### config.mk
export PLATFORM = sky130hd
export DESIGN_NAME = clock_alarm_controller
export DESIGN_NICKNAME = d
export VERILOG_FILES = /design/src/rtl/clock_alarm_controller.sv
export SDC_FILE = /design/constraint.sdc
export NUM_CORES = 1
export LEC_CHECK = 0
export BUFFER_PORTS_ARGS = -buffer_cell sky130_fd_sc_hd__buf_4
export CAP_MARGIN = 30
export CORE_ASPECT_RATIO = 1.4
export CORE_MARGIN = 5
export CORE_UTILIZATION = 60
export CTS_BUF_LIST = sky130_fd_sc_hd__clkbuf_2
export CTS_CLUSTER_DIAMETER = 40
export DETAILED_ROUTE_END_ITERATION = 7
export GPL_TIMING_DRIVEN = 0
export PLACE_DENSITY = 0.8
export SETUP_SLACK_MARGIN = 0.5
export SLEW_MARGIN = 40
export SYNTH_ARGS = -nofsm -noshare
export SYNTH_HDL_FRONTEND = slang
export SYNTH_SLANG_ARGS = --single-unit
### constraint.sdc
create_clock -name clk -period 4.7 [get_ports clk]
set_input_delay 1.41 -clock clk [delete_from_list [all_inputs] [get_ports clk]]
set_output_delay 1.41 -clock clk [all_outputs]
set_load 0.02 [all_outputs]
### src/rtl/clock_alarm_controller.sv
// clock_alarm_controller: prescaler, h/m/s with carry, alarm time, alarm FSM with snooze and ring timeout, buzzer gate
module clock_alarm_controller #(
  parameter int TICK_DIV = 31_500_000,
  parameter int BUZZ_HALF = 5_000,
  parameter int SNOOZE_SEC = 300,
  parameter int RING_TIMEOUT_SEC = 600
) (
  input  logic       clk,
  input  logic       reset,
  input  logic       sec_pulse,
  input  logic       min_pulse,
  input  logic       hour_pulse,
  input  logic       al_pulse,
  input  logic       al_toggle_pulse,
  input  logic       snooze_pulse,
  output logic [5:0] seconds,
  output logic [5:0] minutes,
  output logic [3:0] hours,
  output logic [5:0] al_minutes,
  output logic [3:0] al_hours,
  output logic       al_on,
  output logic       ringing,
  output logic       sec_phase,
  output logic       buzzer_out
);
  localparam int CW = $clog2(TICK_DIV + 1);
  localparam int BW = $clog2(2 * BUZZ_HALF + 1);
  localparam int TMAX = (SNOOZE_SEC > RING_TIMEOUT_SEC) ? SNOOZE_SEC : RING_TIMEOUT_SEC;
  localparam int TW = $clog2(TMAX + 1);
  localparam logic [CW-1:0] CMAX = CW'(TICK_DIV - 1);
  localparam logic [CW-1:0] CHALF = CW'(TICK_DIV / 2);
  localparam logic [BW-1:0] BMAX = BW'(2 * BUZZ_HALF - 1);
  localparam logic [BW-1:0] BMID = BW'(BUZZ_HALF - 1);
  localparam logic [TW-1:0] T_RING = TW'(RING_TIMEOUT_SEC);
  localparam logic [TW-1:0] T_SNZ = TW'(SNOOZE_SEC);
  localparam logic [TW-1:0] T_ONE = TW'(1);
  localparam logic [1:0] IDLE = 2'd0;
  localparam logic [1:0] ARMED = 2'd1;
  localparam logic [1:0] RINGING = 2'd2;
  localparam logic [1:0] SNOOZED = 2'd3;

  logic [CW-1:0] cnt, cnt_n;
  logic [BW-1:0] bcnt, bcnt_n;
  logic [TW-1:0] tmr, tmr_n;
  logic [1:0] state, state_n;
  logic [5:0] sec_n, min_n, alm_n;
  logic [3:0] hr_n, alh_n;
  logic tick, sec_c, min_c, al_wrap, match, match_d, trig, buzz, buzz_n, sp_n;

  assign al_on = state != IDLE;
  assign ringing = state == RINGING;

  // an adjust pulse into a field swallows any carry arriving there in the same cycle
  always_comb begin
    tick = cnt == CMAX;
    cnt_n = (sec_pulse || tick) ? '0 : cnt + 1'b1;
    sp_n = cnt_n < CHALF;
    sec_c = !sec_pulse && tick && seconds == 6'd59;
    sec_n = (sec_pulse || tick) ? ((seconds == 6'd59) ? 6'd0 : seconds + 6'd1) : seconds;
    min_c = sec_c && !min_pulse && minutes == 6'd59;
    min_n = (min_pulse || sec_c) ? ((minutes == 6'd59) ? 6'd0 : minutes + 6'd1) : minutes;
    hr_n = (hour_pulse || min_c) ? ((hours == 4'd11) ? 4'd0 : hours + 4'd1) : hours;
    al_wrap = al_minutes == 6'd50;
    alm_n = al_pulse ? (al_wrap ? 6'd0 : al_minutes + 6'd10) : al_minutes;
    alh_n = (al_pulse && al_wrap) ? ((al_hours == 4'd11) ? 4'd0 : al_hours + 4'd1) : al_hours;
    match = hours == al_hours && minutes == al_minutes && seconds == 6'd0;
    trig = match && !match_d;
    bcnt_n = (bcnt == BMAX) ? '0 : bcnt + 1'b1;
    buzz_n = buzz ^ (bcnt == BMID || bcnt == BMAX);
  end

  always_comb begin
    state_n = state;
    tmr_n = tmr;
    case (state)
      IDLE: if (al_toggle_pulse) state_n = ARMED;
      ARMED:
        if (al_toggle_pulse) state_n = IDLE;
        else if (trig) begin
          state_n = RINGING;
          tmr_n = T_RING;
        end
      RINGING:
        if (al_toggle_pulse) state_n = IDLE;
        else if (snooze_pulse) begin
          state_n = SNOOZED;
          tmr_n = T_SNZ;
        end else if (tick) begin
          state_n = (tmr == T_ONE) ? ARMED : RINGING;
          tmr_n = tmr - 1'b1;
        end
      default:
        if (al_toggle_pulse) state_n = IDLE;
        else if (tick) begin
          state_n = (tmr == T_ONE) ? RINGING : SNOOZED;
          tmr_n = (tmr == T_ONE) ? T_RING : tmr - 1'b1;
        end
    endcase
  end

  // sec_phase and buzzer_out are registered from next-cycle values so they line up with the state they describe
  always_ff @(posedge clk or posedge reset) begin
    if (reset) begin
      cnt <= '0;
      bcnt <= '0;
      tmr <= '0;
      state <= IDLE;
      seconds <= '0;
      minutes <= '0;
      hours <= '0;
      al_minutes <= '0;
      al_hours <= '0;
      match_d <= 1'b0;
      buzz <= 1'b0;
      sec_phase <= 1'b0;
      buzzer_out <= 1'b0;
    end else begin
      cnt <= cnt_n;
      bcnt <= bcnt_n;
      tmr <= tmr_n;
      state <= state_n;
      seconds <= sec_n;
      minutes <= min_n;
      hours <= hr_n;
      al_minutes <= alm_n;
      al_hours <= alh_n;
      match_d <= match;
      buzz <= buzz_n;
      sec_phase <= sp_n;
      buzzer_out <= (state_n == RINGING) && sp_n && buzz_n;
    end
  end
endmodule

# Word-level counts from Yosys, hierarchy flattened
# Cells that the tools add are included.
# Widths: inputs -> output; s select.
word_totals:
  out_inout_bits: 30
  ff_bits: 81
  inputBits: 8
  wordCells: 90
op_classes:
  add_sub_neg: 8
  n_eq_ne: 16
  n_reduce_logical: 22
  bitwise: 3
  n_lt_le_gt_ge: 1
  n_mux: 27
op_table:
  columns: ["op", "n"]
  rows:
  - ["$mux 10", 8]
  - ["$pmux 10 s3", 1]
  - ["$add 25x1->25 const B", 1]
  - ["$eq 25x25->1 const B", 1]
  - ["$lt 25x24->1 const B", 1]
  - ["$mux 25", 1]
  - ["$eq 6x6->1 const B", 3]
  - ["$mux 2", 9]
  - ["$mux 6", 3]
  - ["$add 14x1->14 const B", 1]
  - ["$eq 14x13->1 const B", 1]
  - ["$eq 14x14->1 const B", 1]
  - ["$mux 14", 1]
  - ["$add 6x1->6 const B", 2]
  - ["$eq 10x1->1 const B", 1]
  - ["$logic_and 1x1->1", 10]
  - ["$sub 10x1->10 const B", 1]
  - ["$add 4x1->4 const B", 2]
  - ["$eq 4x4->1 const B", 2]
  - ["$mux 4", 2]
  - ["$add 6x4->6 const B", 1]
  - ["$eq 6x6->1", 1]
  - ["$logic_not 6->1", 1]
  - ["$pmux 2 s3", 1]
  - ["other kinds (14)", 21]

# Logic depth before layout (Yosys ltp)
# Gate-level depths: netlist of the first run.
logic_depth:
  depth_word: 10
  ltp_mapped: 10
  mapped_depth_nobuf: 9

# Worst setup path after synthesis of the first run
# OpenSTA, ideal clock, no wires.
synth_path:
  path_type: "input -> register"
  start: "in sec_pulse"
  end: "reg buzzer_out"
  setup_slack_ps: 2043
  path_buffers: 0
  arrival_ps: 2520
  setup_ps: 137
  path_stages: 6
  required_time_ps: 4563
  path_cell_list: "inv_1 > o21ai_4 > or4_1 > a32oi_1 > o311a_1 > nor4b_2"
synth_via:
  elab_chain_len: 5
synth_rtl:
  columns: ["element", "line", "text"]
  rows:
  - ["start, declared", "10", "input logic sec_pulse,"]
  - ["$logic_or 1x1->1", "56", "cnt_n = (sec_pulse || tick) ? '0 : cnt + 1'b1;"]
  - ["$mux 25", "56", null]
  - ["$lt 25x24->1", "57", "sp_n = cnt_n < CHALF;"]
  - ["$logic_and 1x1->1 (2 in a row)", "130", "buzzer_out <= (state_n == RINGING) && sp_n && buzz_n;"]
  - ["end signal, assigned", "130", null]
  - ["end, declared", "24", "output logic buzzer_out"]
# Every way passes these cells.
# A chain may end at the register's enable or synchronous reset.

# Worst setup path after layout of the first run
layout_path:
  start: "reg cnt[0]"
  end: "reg minutes[0]"
layout_via:
  elab_chain_len: 4
layout_rtl:
  columns: ["element", "line", "text"]
  rows:
  - ["start, declared", "42", "logic [CW-1:0] cnt, cnt_n;"]
  - ["start signal, assigned", "118", "cnt <= cnt_n;"]
  - ["$eq 25x25->1", "55", "tick = cnt == CMAX;"]
  - ["$logic_and 1x1->1 (2 in a row)", "58", "sec_c = !sec_pulse && tick && seconds == 6'd59;"]
  - ["$logic_or 1x1->1", "61", "min_n = (min_pulse || sec_c) ? ((minutes == 6'd59) ? 6'd0 : minutes + 6'd1) : minutes;"]
  - ["end signal, assigned", "123", "minutes <= min_n;"]
  - ["end, declared", "17", "output logic [5:0] minutes,"]
# Every way passes these cells.

==> impl_metrics.env, run 1 <==
export IMPL_outcome="completed"
export IMPL_fp_dieH_um=114
export IMPL_ctsRootBufferMaster="clkbuf_2"
export IMPL_path_max_fanout=8
export IMPL_yosysWarnings=0
export IMPL_grt_max_degree=51
export IMPL_final_nets=587
export IMPL_drc_errors=0
export IMPL_hold_depth=1
export IMPL_final_antenna_net_count=0
export IMPL_setup_ws_ps=1640
export IMPL_dp_hpwl_um=7150
export IMPL_grt_pass1_wl_um=17300
export IMPL_switching_share=0.391
export IMPL_start_util=0.623
export IMPL_design_area_um2=5190
export IMPL_port_buffers=35
export IMPL_cts_htree_levels=3
export IMPL_avgSynthCellArea_um2=8.91
export IMPL_seq_area_frac_synth=0.434
export IMPL_leakage_nw=2.19
export IMPL_cts_hold_fix_buffers=0
export IMPL_seqPwrFrac=0.432
export IMPL_hold_viol=0
export IMPL_path_clk_slew_ps=200
export IMPL_gr_usage_met1=0.261
export IMPL_max_cap_viol_count=0
export IMPL_drv_slew=0
export IMPL_place_area_um2=5030
export IMPL_netlist_area_um2=4610
export IMPL_synthCells=518
export IMPL_max_slew_worst_pin_slew_ps=692
export IMPL_die_w_um=84.1
export IMPL_p_comb_frac=0.374
export IMPL_coreArea_um2=7410
export IMPL_gp_congestion=0.926
export IMPL_r2r_cells=7
export IMPL_period_share=0.650
export IMPL_post_cts_resize_count=0
export IMPL_setup_viol=0
export IMPL_power_frac_clock=0.194
export IMPL_hold_ws_ps=504
export IMPL_vdd_ir_drop_max_v=0.000460
export IMPL_finalNonFillerCells=667
export IMPL_antenna_cells=0
export IMPL_cts_setup_buffers=0
export IMPL_grt_overflow_total=0
export IMPL_cellPowerDensity_nw_per_um2=459
export IMPL_required_ps=5140
export IMPL_drtIter0Drc=176
export IMPL_hold_class="reg -> reg"
export IMPL_grtUsageMet3=0.0462
export IMPL_ioPinCount=38
export IMPL_clock_latency_ps=550
export IMPL_synthesis_nets=540
export IMPL_dp_cells=651
export IMPL_grt_use_total=0.219
export IMPL_ys_ff_latch=80
export IMPL_crit_arrival_ps=3500
export IMPL_first_pass_iters=5
export IMPL_internal_power_mw=1.45
export IMPL_wl_per_cell_um=14.7
export IMPL_synth_edf_count=0
export IMPL_synth_ff_type="dfrtp_1"
export IMPL_cts_tree="done"
export IMPL_cts_sinks=80
export IMPL_cts_buffer_depth=2
export IMPL_routed_wl_um=9810
export IMPL_critPathKind="reg -> reg"
export IMPL_cp_end_kind="flip-flop"
export IMPL_antenna_found_initial=0
export IMPL_ys_types=52
export IMPL_power_switching_mw=0.933
export IMPL_drive_gt1_frac=0.125
export IMPL_finalCriticalPeriod_ps=3060
export IMPL_use_met2=0.379
export IMPL_dp_slack_ps=1680
export IMPL_grt_pass1_vias=3817
export IMPL_max_clock_freq_mhz=327
export IMPL_area_growth_pct=12.6
export IMPL_synth_async_reset_ratio=1.00
export IMPL_placement_rows=37
export IMPL_critPathLaunchType="flip-flop"
export IMPL_viasPerCell=5.92
export IMPL_dieArea_um2=9570
export IMPL_setup_tns_final_ps=0
export IMPL_rsz0062_at_grt="no"
export IMPL_relSlewSlack=0.532
export IMPL_busiest_layer="met2"
export IMPL_finalClockSkew_ps=21.8
export IMPL_vias=3949
export IMPL_cts_made_buffers=9
-- power groups by stage --
| stage | clock, mW | sequential, mW | combinational, mW |
|---|---|---|---|
| 2_1_floorplan | 0 | 1.11 | 0.504 |
| 3_3_place_gp | 0 | 1.03 | 0.856 |
| 4_1_cts | 0.473 | 1.03 | 0.902 |
| 6_report | 0.463 | 1.03 | 0.892 |
| 5_1_grt | 0.506 | 1.06 | 0.992 |
| 3_5_place_dp | 0 | 1.04 | 0.897 |
-- flip-flops by register name, summed over array words and instances, names as in the netlist --
| signal | cells |
|---|---|
| hours | 4 |
| match_d | 1 |
| seconds | 6 |
| al_minutes | 5 |
| minutes | 6 |
| sec_phase | 1 |
| state | 2 |
| bcnt | 14 |
| al_hours | 4 |
| tmr | 10 |
| buzzer_out | 1 |
| buzz | 1 |
| cnt | 25 |
-- worst max-delay path: stages (launching register included) --
cell     delay (ps)
dfrtp_1         470
ha_1            260
nand3_1         280
or4_4           670
nor4_1          540
or2_2           200
buf_2           180
mux2_2          350
-- cell usage in the layout, fill, tap and decap left out, types with 5 or more instances in the layout --
master	Yosys	routed
xnor2_1	28	28
buf_4	1	36
nor3_1	19	18
nor4_1	6	6
a31oi_1	6	6
nand4_1	15	15
nor2_1	64	64
nand2b_1	6	6
nand3_1	26	26
and4_1	5	5
and3_1	7	7
nand2_1	54	54
or4_1	5	5
mux2_2	6	6
a21oi_1	19	19
a21o_1	7	7
inv_1	18	17
xor2_1	18	18
o21ai_0	32	32
nor4b_1	5	5
clkbuf_1	15	15
ha_1	14	14
clkbuf_2	0	10
dfrtp_1	80	80
or3_1	10	10
-- cell usage after synthesis (all sizes together), types with 2 or more instances --
cell type / n / area share
a21boi: 2 / 0.0033
a21o: 7 / 0.011
a21oi: 19 / 0.021
a31o: 2 / 0.0038
a31oi: 6 / 0.0081
and2: 2 / 0.0027
and3: 7 / 0.0095
and4: 5 / 0.0095
buf: 4 / 0.0049
clkbuf: 15 / 0.012
dfrtp: 80 / 0.43
ha: 14 / 0.038
inv: 18 / 0.015
mux2: 6 / 0.015
mux2i: 3 / 0.0065
nand2: 54 / 0.044
nand2b: 6 / 0.0081
nand3: 26 / 0.028
nand3b: 4 / 0.0065
nand4: 15 / 0.020
nor2: 64 / 0.052
nor2b: 2 / 0.0027
nor3: 19 / 0.021
nor4: 6 / 0.0081
nor4b: 6 / 0.013
o2111ai: 2 / 0.0038
o211ai: 2 / 0.0033
o21a: 2 / 0.0033
o21ai: 33 / 0.038
o22a: 4 / 0.0076
o22ai: 3 / 0.0041
o31a: 2 / 0.0038
o31ai: 4 / 0.0065
or2: 2 / 0.0027
or3: 10 / 0.014
or4: 6 / 0.011
xnor2: 28 / 0.053
xor2: 18 / 0.034
-- stage by stage --
| stage | power (mW) | util |
|---|---|---|
| after global placement | 1.89 | 0.675 |
| after global routing | 2.56 | 0.701 |
| after detailed placement | 1.94 | 0.679 |
| final | 2.39 | 0.701 |
| after floorplan | 1.61 | - |
| after CTS | 2.40 | 0.700 |
-- path summary, 6_finish.rpt --
| path | from | to | slack [ps] |
|---|---|---|---|
| min in group asynchronous | reset | tmr[1] | 780 |
| worst max register to register | cnt[0] | minutes[0] | 1640 |
| worst max-delay path | cnt[0] | minutes[0] | 1640 |
| max in group asynchronous | reset | cnt[19] | 3380 |
| worst min-delay path | bcnt[0] | bcnt[0] | 500 |
| worst min register to register | bcnt[0] | bcnt[0] | 500 |
-- logic make-up (layout without fill, tap and decap cells) --
family / count (synthesis) / count (layout) / synth area share
XOR/XNOR: 46 / 46 / 0.0873
adder cells (fa/ha/maj): 14 / 14 / 0.0380
other: 1 / 1 / 0.000813
AO/OA/AOI/OAI: 96 / 96 / 0.133
flip-flops: 80 / 80 / 0.434
AND/OR/NAND/NOR: 235 / 235 / 0.254
multiplexers: 9 / 9 / 0.0212
buffers and inverters: 37 / 89 / 0.0317
-- area by class of cell --
cell class / instances / area (µm²)
well taps: 97 / 121
repair buffers: 36 / 290
flip-flops and latches: 80 / 2000
multi-input cells: 401 / 2470
clock inverters: 6 / 108
plain buffers: 19 / 78.8
clock buffers: 10 / 50.0
fillers: 611 / 2210
inverters: 18 / 72.6
-- layer usage --
| metal | vias up | wire (µm) |
|---|---|---|
| met5 | - | 0 |
| met4 | 0 | 194 |
| met3 | 19 | 392 |
| met2 | 90 | 5100 |
| met1 | 1901 | 4130 |
| li1 | 1939 | - |
Power figures use the tool's default switching activity.
==> run 2, diff against run 1 <==
- CORE_UTILIZATION: 60 -> 56
- PLACE_DENSITY: 0.8 -> 0.78
- clock period: 4.7 -> 2.58 ns (I/O delays scaled with it)
==> impl_metrics.env, run 2 (synthesis gave the netlist of run 1 again) <==
export IMPL_drtIter0Drc=322
export IMPL_area_growth_pct=41.6
export IMPL_antenna_found_initial=0
export IMPL_seq_area_um2=2030
export IMPL_final_nets=652
export IMPL_die_w_um=86.7
export IMPL_relSlewSlack=0.654
export IMPL_violations="setup timing"
export IMPL_path_delay_family="simple AND/OR/NAND/NOR gates"
export IMPL_design_area_um2=6530
export IMPL_crit_buf_inv=0
export IMPL_placement_rows=39
export IMPL_cts_buffer_depth=2
export IMPL_cts_made_buffers=9
export IMPL_final_common_cell="buf_4"
export IMPL_first_pass_iters=5
export IMPL_wl_per_cell_um=18.7
export IMPL_coreArea_um2=8100
export IMPL_fill_cells=505
export IMPL_grt_pass1_wl_um=19300
export IMPL_ctsRootBufferMaster="clkbuf_2"
export IMPL_place_area_um2=5200
export IMPL_hold_class="in -> async"
export IMPL_setup_viol=2
export IMPL_viasPerCell=6.12
export IMPL_crit_chain="or4_4, or3_4, nor2_4, nand2_1, a21oi_1, o32ai_2, nor4b_2"
export IMPL_dp_hpwl_um=7940
export IMPL_cellPowerDensity_nw_per_um2=730
export IMPL_crit_arrival_ps=3120
export IMPL_largest_register="cnt"
export IMPL_vdd_ir_drop_max_v=0.000760
export IMPL_period_share=1.01
export IMPL_path_max_fanout=6
export IMPL_hold_viol=0
export IMPL_grt_max_degree=25
export IMPL_cts_sinks=80
export IMPL_cp_end_kind="flip-flop"
export IMPL_gp_congestion=0.818
export IMPL_cts_tree="done"
export IMPL_max_slew_worst_pin_slew_ps=515
export IMPL_start_util=0.570
export IMPL_antenna_cells=0
export IMPL_reg_largest_list="cnt x25, bcnt x14, tmr x10"
export IMPL_max_cap_viol_count=0
export IMPL_port_buffers=35
export IMPL_setup_ws_ps=-32.3
export IMPL_clock_latency_ps=580
export IMPL_max_clock_freq_mhz=383
export IMPL_multi_input_area_um2=3060
export IMPL_cts_htree_levels=3
export IMPL_drive_gt1_frac=0.402
export IMPL_layout_common_cells="75 x buf_4, 59 x dfrtp_1, 46 x nand2_1"
export IMPL_required_ps=3080
export IMPL_final_antenna_net_count=0
export IMPL_vias=4510
export IMPL_grt_overflow_total=0
export IMPL_cp_startpoint="cnt[20]"
export IMPL_hold_ws_ps=121
export IMPL_rsz0062_at_grt="yes"
export IMPL_path_clk_slew_ps=270
export IMPL_ioPinCount=38
export IMPL_fp_dieH_um=117
export IMPL_outcome="complete, but fails checks"
export IMPL_critPathKind="reg -> reg"
export IMPL_grt_use_total=0.235
export IMPL_finalNonFillerCells=737
export IMPL_reg2reg_from="cnt[20]"
export IMPL_routed_wl_um=13700
export IMPL_finalClockSkew_ps=39.5
export IMPL_critPathLaunchType="flip-flop"
export IMPL_leakage_nw=2.75
export IMPL_grt_pass1_vias=4238
export IMPL_drc_errors=0
export IMPL_dieArea_um2=10200
export IMPL_dp_cells=659
export IMPL_finalCriticalPeriod_ps=2610
export IMPL_cp_slowest_stage_delay_ps=590
export IMPL_crit_slowest_cell="or4_4"
export IMPL_drv_slew=0
export IMPL_largest_reg_flops=25
## run 2: changes by cell type in the layout (fill, tap and decap cells not counted), sizes merged
cell      delta
clkinvlp     +3
clkinv       -1
clkbuf       -1
bufinv       -3
inv          +2
buf         +65
## run 2: worst paths after layout
path | endpoint | slack [ps] | cells after the start
worst max-delay path | buzzer_out | -30 | 7
worst min-delay path | tmr[9] | 120 | 2
worst max register to register | buzzer_out | -30 | 7
worst min register to register | bcnt[0] | 510 | 1
max in group asynchronous | cnt[19] | 1860 | 4
min in group clk | cnt[4] | 380 | 2
## run 2: through the flow
step                      setup slack (ps)  power [mW]   util  setup TNS, ps
final                                -32.3        4.77  0.806          -34.1
after detailed placement              -175        3.62  0.642          -3230
after global placement                -150        3.53  0.630          -2980
after floorplan                        219        2.98      -              0
after global routing                  -221        5.06  0.806           -548
after CTS                             57.1        4.43  0.724              0
## run 2: cell type report
class | instances | area share
timing repair buffer | 101 | 0.143
clock buffer | 9 | 0.00690
buffer | 19 | 0.0328
clock inverter | 7 | 0.00824
sequential | 80 | 0.311
multi-input combinational | 401 | 0.468
inverter | 18 | 0.0109
tap | 102 | 0.0195
## run 2: repair_timing
item,CTS,global route
pin swaps,15,41
setup buffers,32,26
gates cloned,2,2
hold buffers,0,0
setup endpoints to repair,69,70
gates resized for setup,86,116
## run 2: routing by layer
metal,wire length [µm],track usage,part of all wire,vias up
li1,-,-,-,2066
met1,5230,0.260,0.38,2222
met2,7400,0.424,0.54,167
met3,558,0.0379,0.041,55
met4,562,0.116,0.041,0
met5,0,0,0,-
## run 2: where the power goes
part / leakage (nW) / switching, mW / total (mW) / internal (mW)
clock network: 0.0553 / 0.499 / 0.633 / 0.134
registers: 1.01 / 0.392 / 1.92 / 1.53
logic: 1.68 / 1.17 / 2.22 / 1.05
total: 2.75 / 2.06 / 4.77 / 2.71
==> run 3, diff against run 2 <==
- CORE_MARGIN: 5 -> 8
- CORE_UTILIZATION: 56 -> 60
- PLACE_DENSITY: 0.78 -> 0.8
- clock period: 2.58 -> 3.2 ns (I/O delays scaled with it)
==> impl_metrics.env, run 3 (synthesis gave the netlist of run 1 again) <==
export IMPL_routed_wl_um=10200
export IMPL_total_power_mw=3.43
export IMPL_antenna_found_initial=0
export IMPL_path_max_fanout=5
export IMPL_place_area_um2=5090
export IMPL_final_antenna_net_count=0
export IMPL_reg2reg_from="cnt[16]"
export IMPL_cts_made_buffers=9
export IMPL_setup_viol=0
export IMPL_grt_pass1_vias=3982
export IMPL_final_nets=599
export IMPL_grt_use_total=0.189
export IMPL_rr_endpoint="buzzer_out"
export IMPL_die_w_um=90.1
export IMPL_fp_dieH_um=120
export IMPL_period_share=0.800
export IMPL_drv_slew=0
export IMPL_clock_latency_ps=530
export IMPL_worst_r2r_setup_slack_ps=640
export IMPL_fill_cells=592
export IMPL_relSlewSlack=0.602
export IMPL_dieArea_um2=10800
export IMPL_hold_class="in -> async"
export IMPL_placement_rows=38
export IMPL_ioPinCount=38
export IMPL_coreArea_um2=7610
export IMPL_cp_end_kind="flip-flop"
export IMPL_vdd_ir_drop_max_v=0.000652
export IMPL_grt_overflow_total=0
export IMPL_start_util=0.606
export IMPL_port_buffers=35
export IMPL_leakage_nw=2.32
export IMPL_rsz0062_at_grt="yes"
export IMPL_layout_common_cells="79 x dfrtp_1, 61 x nor2_1, 54 x nand2_1"
export IMPL_largest_register="cnt"
export IMPL_vias=3998
export IMPL_gp_congestion=0.863
export IMPL_area_growth_pct=17.2
export IMPL_dp_slack_ps=229
export IMPL_finalCriticalPeriod_ps=2560
export IMPL_path_clk_slew_ps=210
export IMPL_finalNonFillerCells=682
export IMPL_grt_pass1_wl_um=17100
export IMPL_cts_buffer_depth=2
export IMPL_viasPerCell=5.86
export IMPL_max_slew_worst_pin_slew_ps=591
export IMPL_ctsRootBufferMaster="clkbuf_2"
export IMPL_grt_max_degree=23
export IMPL_required_ps=3650
export IMPL_critPathKind="reg -> reg"
export IMPL_design_area_um2=5410
export IMPL_finalClockSkew_ps=21.9
export IMPL_critPathLaunchType="flip-flop"
export IMPL_postLayoutCoreUtil=0.711
export IMPL_cts_htree_levels=3
export IMPL_final_common_cell="dfrtp_1"
export IMPL_reg_largest_list="cnt x25, bcnt x14, tmr x10"
export IMPL_outcome="completed"
export IMPL_r2r_cells=7
export IMPL_first_pass_iters=4
export IMPL_max_clock_freq_mhz=390
export IMPL_dp_hpwl_um=7540
export IMPL_hold_ws_ps=412
export IMPL_max_cap_viol_count=0
export IMPL_dp_cells=656
export IMPL_hold_viol=0
export IMPL_antenna_cells=0
export IMPL_largest_reg_flops=25
export IMPL_drive_gt1_frac=0.182
export IMPL_cts_sinks=80
export IMPL_crit_arrival_ps=3010
export IMPL_wl_per_cell_um=14.9
export IMPL_drtIter0Drc=234
export IMPL_setup_ws_ps=639
export IMPL_cellPowerDensity_nw_per_um2=635
export IMPL_setup_tns_final_ps=0
export IMPL_drc_errors=0
export IMPL_cts_tree="done"
## run 3: routing by layer
layer	wire [µm]	global-route usage
met5	0	0
met4	261	0.110
met3	396	0.0375
met2	5330	0.336
met1	4170	0.205
## run 3: final cells by class
type                    count  area (µm²)  share of cell area
well taps                 100         125              0.0231
inverters                  18        71.3              0.0132
clock inverters             7        86.3              0.0160
clock buffers               9        45.0             0.00833
flip-flops and latches     80        2000               0.371
plain buffers              19        93.8              0.0174
repair buffers             48         420              0.0778
multi-input cells         401        2560               0.474
## run 3: worst max-delay path: stages, from the launching register on
cell	delay, ps
dfrtp_2	450
or4_1	540
or4_4	500
o21ai_4	150
or4_1	150
a32oi_1	130
o311a_1	350
nor4b_2	220
## run 3: worst max-delay path by stage
stage / to / slack (ps) / startpoint
finish: buzzer_out / 640 / cnt[16]
detailed placement: cnt[16] / 230 / cnt[0]
CTS: buzzer_out / 510 / cnt[11]
floorplan: minutes[0] / 650 / cnt[17]
global placement: cnt[18] / 240 / cnt[0]
global route: buzzer_out / 480 / cnt[8]
## run 3: timing repair
action | CTS | global route
resized for setup | 13 | 23
buffers inserted | 8 | 2
pin swaps | 2 | 3
setup endpoints to repair | 33 | 37
cloned | 0 | 0
hold buffers | 0 | 0
## run 3: where the power goes
| part | switching (mW) | total [mW] | internal [mW] | leakage, nW |
|---|---|---|---|---|
| Sequential | 0.295 | 1.51 | 1.21 | 1.03 |
| Combinational | 0.734 | 1.33 | 0.595 | 1.21 |
| Clock | 0.347 | 0.598 | 0.252 | 0.0791 |
